**src/rtl/tdc_pd_param.sv**
```systemverilog
// Bang-bang/linear TDC phase detector: measures clk_ref vs fb_clk skew in clk cycles.
// Optional thermometer output enabled by TDC_PD_THERM_OUT_EN.
module tdc_pd_param #(
  parameter int CNT_W       = 5,
  parameter int SYNC_STAGES = 2
) (
  input  logic             clk,
  input  logic             reset,
  input  logic             en,
  input  logic             clk_ref,
  input  logic             fb_clk,
  output logic [CNT_W-1:0] err_mag,
  output logic             err_sign,
  output logic             err_valid,
  output logic             err_sat,
`ifdef TDC_PD_THERM_OUT_EN
  output logic             slip,
  output logic [(2**CNT_W)-2:0] therm
`else
  output logic             slip
`endif
);

  localparam logic [1:0] S_IDLE  = 2'd0;
  localparam logic [1:0] S_WFB   = 2'd1;
  localparam logic [1:0] S_WREF  = 2'd2;
  localparam logic [CNT_W-1:0] CNT_MAX = {CNT_W{1'b1}};
  localparam logic [CNT_W-1:0] CNT_ONE = {{(CNT_W-1){1'b0}}, 1'b1};

  logic [SYNC_STAGES-1:0] ref_sync;
  logic [SYNC_STAGES-1:0] fb_sync;
  logic                   ref_d;
  logic                   fb_d;
  logic                   ref_edge;
  logic                   fb_edge;

  logic                   armed;
  logic [1:0]             state;
  logic [1:0]             state_n;
  logic [CNT_W-1:0]       cnt;
  logic [CNT_W-1:0]       cnt_n;
  logic [CNT_W-1:0]       cnt_inc;

  logic                   res;
  logic [CNT_W-1:0]       res_mag;
  logic                   res_sign;
  logic                   res_sat;
  logic                   slip_n;

  always_ff @(posedge clk or negedge reset) begin
    if (!reset) begin
      ref_sync <= '0;
      fb_sync  <= '0;
      ref_d    <= 1'b0;
      fb_d     <= 1'b0;
    end else begin
      ref_sync <= {ref_sync[SYNC_STAGES-2:0], clk_ref};
      fb_sync  <= {fb_sync[SYNC_STAGES-2:0], fb_clk};
      ref_d    <= ref_sync[SYNC_STAGES-1];
      fb_d     <= fb_sync[SYNC_STAGES-1];
    end
  end

  assign ref_edge = ref_sync[SYNC_STAGES-1] & ~ref_d;
  assign fb_edge  = fb_sync[SYNC_STAGES-1] & ~fb_d;

  // Count value k in a WAIT state means k cycles since the leading detect.
  assign cnt_inc = (cnt == CNT_MAX) ? cnt : cnt + CNT_ONE;

  always_comb begin
    state_n  = state;
    cnt_n    = cnt;
    res      = 1'b0;
    res_mag  = cnt;
    res_sign = 1'b0;
    slip_n   = 1'b0;
    if (!en) begin
      state_n = S_IDLE;
      cnt_n   = '0;
    end else begin
      unique case (1'b1)
        (state == S_WFB): begin
          if (fb_edge) begin
            res      = 1'b1;
            res_sign = 1'b1;
            state_n  = S_IDLE;
            cnt_n    = '0;
          end else if (ref_edge) begin
            cnt_n  = CNT_ONE;
            slip_n = 1'b1;
          end else begin
            cnt_n = cnt_inc;
          end
        end
        (state == S_WREF): begin
          if (ref_edge) begin
            res     = 1'b1;
            state_n = S_IDLE;
            cnt_n   = '0;
          end else if (fb_edge) begin
            cnt_n  = CNT_ONE;
            slip_n = 1'b1;
          end else begin
            cnt_n = cnt_inc;
          end
        end
        default: begin
          state_n = S_IDLE;
          cnt_n   = '0;
          // A ref edge arms the block and may start a measurement in the same cycle.
          if (ref_edge && fb_edge) begin
            res     = 1'b1;
            res_mag = '0;
          end else if (ref_edge) begin
            state_n = S_WFB;
            cnt_n   = CNT_ONE;
          end else if (fb_edge && armed) begin
            state_n = S_WREF;
            cnt_n   = CNT_ONE;
          end
        end
      endcase
    end
    res_sat = (res_mag == CNT_MAX);
  end

  always_ff @(posedge clk or negedge reset) begin
    if (!reset) begin
      armed <= 1'b0;
      state <= S_IDLE;
      cnt   <= '0;
    end else begin
      if (ref_edge) armed <= 1'b1;
      state <= state_n;
      cnt   <= cnt_n;
    end
  end

  always_ff @(posedge clk or negedge reset) begin
    if (!reset) begin
      err_mag   <= '0;
      err_sign  <= 1'b0;
      err_sat   <= 1'b0;
      err_valid <= 1'b0;
      slip      <= 1'b0;
    end else begin
      err_valid <= res;
      slip      <= slip_n;
      if (res) begin
        err_mag  <= res_mag;
        err_sign <= res_sign;
        err_sat  <= res_sat;
      end
    end
  end

`ifdef TDC_PD_THERM_OUT_EN
  localparam int TW = (2**CNT_W) - 1;

  always_ff @(posedge clk or negedge reset) begin
    if (!reset) begin
      therm <= '0;
    end else if (res) begin
      therm <= ~({TW{1'b1}} << res_mag);
    end
  end
`endif

endmodule

```
**config.mk**
```make
export PLATFORM = sky130hd
export DESIGN_NAME = tdc_pd_param
export DESIGN_NICKNAME = d
export VERILOG_FILES = /design/src/rtl/tdc_pd_param.sv
export SDC_FILE = /design/constraint.sdc
export NUM_CORES = 1
export LEC_CHECK = 0
export ABC_AREA = 1
export ABC_CLOCK_PERIOD_IN_PS = 2200
export BUFFER_PORTS_ARGS = -buffer_cell sky130_fd_sc_hd__buf_2
export CAP_MARGIN = 40
export CORE_ASPECT_RATIO = 1.2
export CORE_MARGIN = 4
export CORE_UTILIZATION = 58
export DETAILED_ROUTE_END_ITERATION = 16
export PLACE_DENSITY_LB_ADDON = 0.12
export SYNTH_ARGS = -nofsm -noshare
export SYNTH_HDL_FRONTEND = slang
export SYNTH_SLANG_ARGS = --single-unit
export TNS_END_PERCENT = 10
```
**constraint.sdc**
```tcl
create_clock -name clk -period 2.2 [get_ports clk]
set_input_delay 0.22 -clock clk [delete_from_list [all_inputs] [get_ports clk]]
set_output_delay 0.22 -clock clk [all_outputs]
set_load 0.1 [all_outputs]
```
==> impl_metrics.toml, run 1 <==
[clocking]
clk_pin_slew_ns = 0.12
cts_root_buf = "clkbuf_4"
clock_path_buffers = 2
numCtsBuffers = 3
clk_latency_ns = 0.30
h-tree-depth = 1
cts_tree = "built"
cts_sinks = 23

[detailed_routing]
wl_per_cell_um = 12.4
drt_wl_total_um = 1830
first_pass_iters = 4
viasPerCell = 5.46
dr.first_iter.drc_count = 10
postRouteAntennaNets = 0
vias = 802
drc = 0

[power_and_ir_drop]
internal_power_uw = 522
combPwrFrac = 0.100
leakage_nw = 0.590
powerDensity_mw_per_mm2 = 599
swShare = 0.249
ir_worst_vdd_uv = 406
p_switching_uw = 173
seq_power_share = 0.633
total_power_uw = 695
clock_power_share = 0.267

[timing]
final_max_slew_viol_count = 0
fin_tns_setup_ns = 0
clock.fmax_mhz = 627
worstMarginPinSlew_ns = 0.479
post-route-min-period_ns = 1.59
timing.final.ws_setup_ns = 0.606
slew_headroom = 0.681
fin_crit_sh = 0.725
finalClockSkew_ns = 0.00572
finalSetupViolCount = 0
rsz0062_at_grt = "false"
final_hold_viol_count = 0

[layout]
fillers = 131
nets = 138
register_area_um2 = 576
layout.cells.non_filler = 147
multi_input_area_um2 = 399
area_delta_synth_final_pct = 13.0
final_core_util = 0.699
num_antenna_cells = 0
drive_above_1_share = 0.217

[floorplan]
fp.dieW_um = 46.4
core_mm2 = 0.00166
rows = 16
ios = 14
die_y_um = 54.1
initial_core_util = 0.618
dieArea_mm2 = 0.00251

[global_routing]
grt_overflow = 0
grt_pass1_wl_um = 3060
grt_start_max_net_pins = 24
grt_usage = 0.170
antenna_found_initial = 0
grt_pass1_vias = 781

[critical_path]
cp.required_ns = 2.45
cpMaxStageDelayCell = "dfrtp_1"
critPathMaxStageDelay_ns = 0.37
cp-start-kind = "flip-flop"
path_max_fanout = 13
worstPathArrival_ns = 1.84
crit_type = "flip-flop to flip-flop"
critPathCaptureType = "flip-flop"
crit_chain = "inv_1 -> ha_1 -> nor2_1 -> nand2_2 -> nand2_1 -> nand3_1 -> nand2_1"
crit_buf_inv = 1
cp_common_cell = "nand2_1"
cpLargestDelayFamily = "simple AND/OR/NAND/NOR gates"

[hold_path]
hp-class = "input port to flip-flop"

[placement]
portBuffers = 13
dp_cells = 140
preCtsSetupSlack_ns = 0.637
place.gp.congestion = 0.906
hpwl_um = 1360

[synth]
syn_nets = 118
yosys_register_bits = 23
syn_avg_cell_area_um2 = 9.34
synth_cell_types = 18
yosysWarnings = 0
ys_seq_area_frac = 0.560
synth_area_mm2 = 0.00103
syn_inst = 110

[run_status]
outcome = "complete, no violations"

[flow_run]
maxCapViolations = 0
[cell usage after synthesis]
| master | instances | area [µm²] |
|---|---|---|
| dfrtp_1 | 23 | 576 |
| nand2_1 | 21 | 78.8 |
| nand3_1 | 18 | 90.1 |
| nor2_1 | 12 | 45.0 |
| inv_1 | 11 | 41.3 |
| a21oi_1 | 4 | 20.0 |
| ha_1 | 3 | 37.5 |
| nand2_2 | 3 | 18.8 |
| o21ai_2 | 3 | 26.3 |
| nor2_4 | 2 | 22.5 |
| o22ai_1 | 2 | 12.5 |
| or2_2 | 2 | 12.5 |
| buf_6 | 1 | 11.3 |
| nand3_2 | 1 | 10.0 |
| nand4_1 | 1 | 6.26 |
| nor3_1 | 1 | 5.00 |
| o21ai_1 | 1 | 5.00 |
| xnor2_1 | 1 | 8.76 |
[through the flow]
stage                     cell area (µm²)  hold slack, ns
after floorplan                      1030         -0.0756
after global placement               1100           0.202
after detailed placement             1100           0.208
after CTS                            1140          0.0118
after global routing                 1160           0.164
final                                1160           0.150
[cells in the final DEF, fill, tap and decap left out, types with 3 or more instances in the layout]
cell,instances
dfrtp_1,23
clkbuf_4,3
inv_1,11
a21oi_1,4
o21ai_2,3
nand2_1,21
dlygate4sd3_1,3
nand2_2,3
nor2_1,12
ha_1,3
nand3_1,18
buf_2,13
[layout make-up]
cell class              instances  share of cell area
clock buffers                   3              0.0194
clock inverters                 1             0.00431
inverters                      11              0.0356
multi-input cells              75               0.344
flip-flops and latches         23               0.496
well taps                      18              0.0194
repair buffers                 16              0.0819
[flip-flops by register name, indices dropped and copies added, names as in the netlist, 2 cells and up]
signal,count
fb_sync,2
state,2
err_mag,5
ref_sync,2
cnt,5
[tightest hold or removal path, cell delays in order]
cell     delay, ns
buf_2         0.12
nand2_1       0.06
a21oi_1       0.03
[routing by layer]
metal | up-vias | track usage | part of all wire
li1 | 398 | - | -
met4 | 0 | 0.0900 | 0.023
met2 | 25 | 0.307 | 0.54
met3 | 6 | 0.0301 | 0.045
met5 | - | 0 | 0
met1 | 373 | 0.183 | 0.40
[power groups by stage]
stage                     sequential (mW)  clock [mW]  combinational (mW)
after global routing                0.442       0.211              0.0786
after detailed placement            0.448           0              0.0656
after floorplan                     0.457           0              0.0353
after CTS                           0.440       0.191              0.0671
after global placement              0.448           0              0.0638
final                               0.440       0.185              0.0695
[what timing repair did]
action                                 in CTS  in global routing
endpoints found under the hold margin      23                  2
setup buffers                               0                  0
resized for setup                           0                  0
hold buffers                                1                  2
[kinds of logic (layout without fill, tap and decap cells)]
| group | after synthesis | count (layout) | synth area share |
|---|---|---|---|
| xor+xnor | 1 | 1 | 0.00853 |
| compound gates | 10 | 10 | 0.0621 |
| buf+inv | 12 | 31 | 0.0512 |
| flops | 23 | 23 | 0.560 |
| simple gates | 61 | 61 | 0.281 |
| fa+ha+maj | 3 | 3 | 0.0365 |
[worst paths after layout]
path	start	to	slack, ns	cells past startpoint
worst max-delay path	state[0]	err_sign	0.61	7
worst min-delay path	en	cnt[0]	0.15	3
worst max register to register	state[0]	err_sign	0.61	7
worst min register to register	fb_sync[0]	fb_sync[1]	0.37	0
max in group asynchronous	reset	armed	1.49	2
min in group asynchronous	reset	cnt[0]	0.39	2
(Power assumes the default switching activity.)
==> inputs of run 2 (changes only) <==
- ABC_CLOCK_PERIOD_IN_PS: 2200 -> 1600
- CORE_UTILIZATION: 58 -> 54
- clock period: 2.2 -> 1.6 ns (I/O delays scaled with it)
==> run 2 against run 1 <==
Net effect: utilization decreased by 4.8 points; largest power group unchanged; setup slack got worse by 0.41 ns; die area increased by 6.2%; sequential share of layout area decreased by 1.2 points; combinational power increased by 48%; clock skew increased by 0.00081 ns; final area increased by 2.6%; final cell count increased by 0.68%; largest cell class unchanged.
==> impl_metrics.toml, run 2 (synthesis gave the netlist of run 1 again) <==
[floorplan]
die_y_um = 55.8
initial_core_util = 0.562
fp.dieW_um = 47.8
ios = 14
rows = 17
core_mm2 = 0.00183
dieArea_mm2 = 0.00267

[timing]
fin_crit_sh = 0.875
rsz0062_at_grt = "false"
final_hold_viol_count = 0
post-route-min-period_ns = 1.40
finalSetupViolCount = 0
finalClockSkew_ns = 0.00653
clock.fmax_mhz = 715
slew_headroom = 0.671
timing.final.ws_setup_ns = 0.200
worstMarginPinSlew_ns = 0.493
final_max_slew_viol_count = 0
fin_hold_ws_ns = 0.100
fin_tns_setup_ns = 0

[global_routing]
use_met2 = 0.250
use_met3 = 0.0227
grt_start_max_net_pins = 24
use_met1 = 0.194
antenna_found_initial = 0
grt_overflow = 0
grt_pass1_wl_um = 3020
busiest_layer = "met2"
grt_usage = 0.154
grt_pass1_vias = 755

[hold_path]
hp-class = "input port to flip-flop"
min_from = "en"
whs_endpoint = "cnt[0]"
holdPathStages = 3

[power_and_ir_drop]
seq_power_share = 0.626
p_switching_uw = 241
combPwrFrac = 0.106
leakage_nw = 0.603
powerDensity_mw_per_mm2 = 812
clock_power_share = 0.268
ir_worst_vdd_uv = 645
internal_power_uw = 726
total_power_uw = 967
swShare = 0.249

[critical_path]
crit-reg2reg-launch = "state[0]"
cp-start-kind = "flip-flop"
cp_common_cell = "nand2_1"
reg2reg_depth = 9
cp.required_ns = 1.82
critPathMaxStageDelay_ns = 0.36
worstPathArrival_ns = 1.62
cpLargestDelayFamily = "simple AND/OR/NAND/NOR gates"
path_max_fanout = 10
crit_path_start = "state[0]"
cp_num_cells = 9
reg2reg_slack_ns = 0.20
critPathCaptureType = "flip-flop"
crit_chain = "inv_1 -> ha_4 -> nand2_1 -> inv_1 -> nand3_4 -> nand2_2 -> nor2_1 -> nand2_1 -> nand2_1"
cpMaxStageDelayCell = "dfrtp_1"
crit_buf_inv = 2
crit_type = "flip-flop to flip-flop"
r2r-end = "err_sat"

[layout]
num_antenna_cells = 0
layout.cells.non_filler = 148
mostFrequentLayoutCells = "23 x dfrtp_1, 20 x nand2_1, 18 x nand3_1"
drive_above_1_share = 0.233
final_cell_area_mm2 = 0.00119
largestRegisters = "cnt x5, err_mag x5"
nets = 138
layout_commonest_cell = "dfrtp_1"
area_delta_synth_final_pct = 16.0
fillers = 147
final_core_util = 0.651

[detailed_routing]
drt_wl_total_um = 1760
drc = 0
dr.first_iter.drc_count = 12
viasPerCell = 5.33
wl_per_cell_um = 11.9
postRouteAntennaNets = 0
first_pass_iters = 4
vias = 789

[clocking]
clk_latency_ns = 0.31
numCtsBuffers = 3
cts_root_buf = "clkbuf_4"
h-tree-depth = 1
cts_tree = "built"
cts_sinks = 23
clock_path_buffers = 2
clk_pin_slew_ns = 0.12

[placement]
placed_area_mm2 = 0.00110
place.gp.congestion = 0.858
hpwl_um = 1310
dp_cells = 141
portBuffers = 13
preCtsSetupSlack_ns = 0.0608

[run_status]
outcome = "complete, no violations"

[flow_run]
maxCapViolations = 0
run 2: cell types whose count changed in the layout (fill, tap and decap cells not counted), sizes merged:
cell / previous run / this run
clkbuf: 3 / 4
clkinv: 1 / 0
run 2: layout make-up:
class	instances	area [µm²]	share of cell area
flip-flops and latches	23	576	0.483
well taps	19	23.8	0.0200
inverters	11	41.3	0.0347
clock buffers	4	26.3	0.0221
repair buffers	16	95.1	0.0798
multi-input cells	75	429	0.360
run 2: repair_timing:
| action | CTS | global route |
|---|---|---|
| hold buffers | 3 | 0 |
| setup endpoints to repair | 0 | 8 |
| endpoints found under the hold margin | 25 | 0 |
| buffers inserted | 0 | 0 |
| resized for setup | 0 | 5 |
run 2: routing by layer:
layer	share of wire	vias to the layer above
met5	0	-
met4	0.028	0
met3	0.045	7
met2	0.48	18
met1	0.44	366
li1	-	398
run 2: worst reg2reg max path, stage by stage (launching register included):
cell and delay, ns:
dfrtp_1 0.36, inv_1 0.08, ha_4 0.29, nand2_1 0.05
inv_1 0.12, nand3_4 0.15, nand2_2 0.11, nor2_1 0.05
nand2_1 0.05, nand2_1 0.04
run 2: worst max-delay path by stage:
stage,to
2_1_floorplan,err_mag[0]
3_3_place_gp,err_sign
3_5_place_dp,err_mag[0]
4_1_cts,err_sign
5_1_grt,err_sat
6_report,err_sat
run 2: power by group through the flow:
stage,Combinational [mW],Clock (mW),Sequential (mW)
after floorplan,0.0486,0,0.628
after global placement,0.0885,0,0.616
after detailed placement,0.0896,0,0.616
after CTS,0.0953,0.267,0.605
after global routing,0.114,0.300,0.608
final,0.103,0.259,0.605
==> inputs of run 3 (changes only) <==
- BUFFER_PORTS_ARGS: -buffer_cell sky130_fd_sc_hd__buf_2 -> default
- CORE_UTILIZATION: 54 -> 59
- DONT_BUFFER_PORTS: default -> 1
==> run 3 against run 2 <==
Net effect: hold slack worse by 0.099 ns; non-clock buffer count down 1; critical path depth down 3; clock skew down 0.0029 ns; fmax down 4.6%; clock power up 3%; sequential power about the same; setup slack worse by 0.067 ns; via count up 3.4%.
==> impl_metrics.toml, run 3 (synthesis gave the netlist of run 1 again) <==
[run_status]
outcome = "complete, no violations"

[power_and_ir_drop]
total_power_uw = 983
combPwrFrac = 0.111
swShare = 0.261
powerDensity_mw_per_mm2 = 805
internal_power_uw = 727
seq_power_share = 0.616
clock_power_share = 0.273
ir_worst_vdd_uv = 599
p_switching_uw = 257
leakage_nw = 0.604

[timing]
finalSetupViolCount = 0
finalClockSkew_ns = 0.00368
fin_crit_sh = 0.917
slew_headroom = 0.789
worstMarginPinSlew_ns = 0.316
final_max_slew_viol_count = 0
final_hold_viol_count = 0
post-route-min-period_ns = 1.47
fin_tns_setup_ns = 0
clock.fmax_mhz = 682

[floorplan]
ios = 14
die_y_um = 53.7
fp.dieW_um = 46.1
core_mm2 = 0.00164
dieArea_mm2 = 0.00248
rows = 16
initial_core_util = 0.626

[detailed_routing]
met2_length_um = 1020
met1Wirelength_um = 761
drt_wl_total_um = 1960
postRouteAntennaNets = 0
dr.first_iter.drc_count = 16
drc = 0
viasPerCell = 5.59
vias = 816
dr_wl_met3_um = 112
first_pass_iters = 4
route.top_layer_used = "met4"
wl_per_cell_um = 13.4

[clocking]
clk_latency_ns = 0.32
clk_pin_slew_ns = 0.12
clock_path_buffers = 2
h-tree-depth = 1
numCtsBuffers = 3
cts_sinks = 23
cts_tree = "built"
cts_root_buf = "clkbuf_4"

[placement]
portBuffers = 0
place.gp.congestion = 0.914
hpwl_um = 1370
dp_cells = 137

[hold_path]
hp-class = "input port to flip-flop"

[global_routing]
grt_usage = 0.186
grt_overflow = 0
grt_pass1_vias = 854
grt_start_max_net_pins = 24
grt_pass1_wl_um = 3330
antenna_found_initial = 0

[layout]
num_antenna_cells = 0
largestRegisters = "cnt x5, err_mag x5"
layout_commonest_cell = "dfrtp_1"
area_delta_synth_final_pct = 19.0
nets = 137
drive_above_1_share = 0.227
fillers = 119
layout.cells.non_filler = 146
mostFrequentLayoutCells = "23 x dfrtp_1, 20 x nand2_1, 18 x nand3_1"

[critical_path]
worstPathArrival_ns = 1.72
path_max_fanout = 4
cp.required_ns = 1.85
crit_type = "flip-flop to flip-flop"
cp-start-kind = "flip-flop"
critPathCaptureType = "flip-flop"

[flow_run]
maxCapViolations = 0
-- run 3: cell count changes in the layout (fill, tap and decap cells not counted), sizes merged --
cell / change
buf: -2
clkbuf: -1
clkinv: +1
dlygate4sd3: +1
-- run 3: layer usage --
metal  vias up  track usage
met4         0       0.0900
met3         7       0.0301
li1        396            -
met1       384        0.181
met2        29        0.362
met5         -            0
-- run 3: power by group through the flow --
stage,sequential [mW],combinational (mW),clock (mW)
after floorplan,0.628,0.0486,0
after global placement,0.616,0.0752,0
after detailed placement,0.617,0.0774,0
after CTS,0.606,0.0963,0.269
after global routing,0.609,0.121,0.291
final,0.606,0.109,0.268
-- run 3: through the flow --
stage | utilization | cell area, µm² | hold slack [ns] | setup WS (ns)
2_1_floorplan | - | 1030 | -0.136 | 0.173
3_3_place_gp | 0.678 | 1110 | -0.135 | 0.137
3_5_place_dp | 0.678 | 1110 | -0.135 | 0.0887
4_1_cts | 0.720 | 1180 | 0.00590 | 0.0531
5_1_grt | 0.745 | 1220 | 0.0245 | -0.0327
6_report | 0.745 | 1220 | 0.00126 | 0.133
-- run 3: cell type report --
type | instances | area (µm²) | area share
Sequential cell | 23 | 576 | 0.471
Multi-Input combinational cell | 75 | 429 | 0.351
Timing Repair Buffer | 15 | 126 | 0.103
Inverter | 11 | 41.3 | 0.0338
Clock buffer | 3 | 22.5 | 0.0184
Tap cell | 18 | 22.5 | 0.0184
Clock inverter | 1 | 5.00 | 0.00409
-- run 3: worst max-delay path, cell delays in order (launching register included) --
cell     delay, ns
dfrtp_1       0.40
inv_1         0.12
ha_4          0.23
nor2_2        0.21
buf_4         0.15
nand3_1       0.13
nor3_1        0.15
-- run 3: path summary, 6_finish.rpt --
path,slack [ns],end,cells past startpoint,startpoint
setup / recovery,0.13,cnt[1],6,state[0]
max in group asynchronous,1.01,slip,2,reset
hold reg to reg,0.37,fb_sync[1],0,fb_sync[0]
hold / removal,0.001,state[1],2,en
min in group asynchronous,0.14,err_mag[4],1,reset
setup reg to reg,0.13,cnt[1],6,state[0]
-- run 3: timing repair --
action | 4_1_cts | 5_1_grt
hold endpoints to repair | 26 | 0
hold buffers | 4 | 0
endpoints found under the setup margin | 0 | 9
gates resized for setup | 0 | 5
setup buffers | 0 | 0
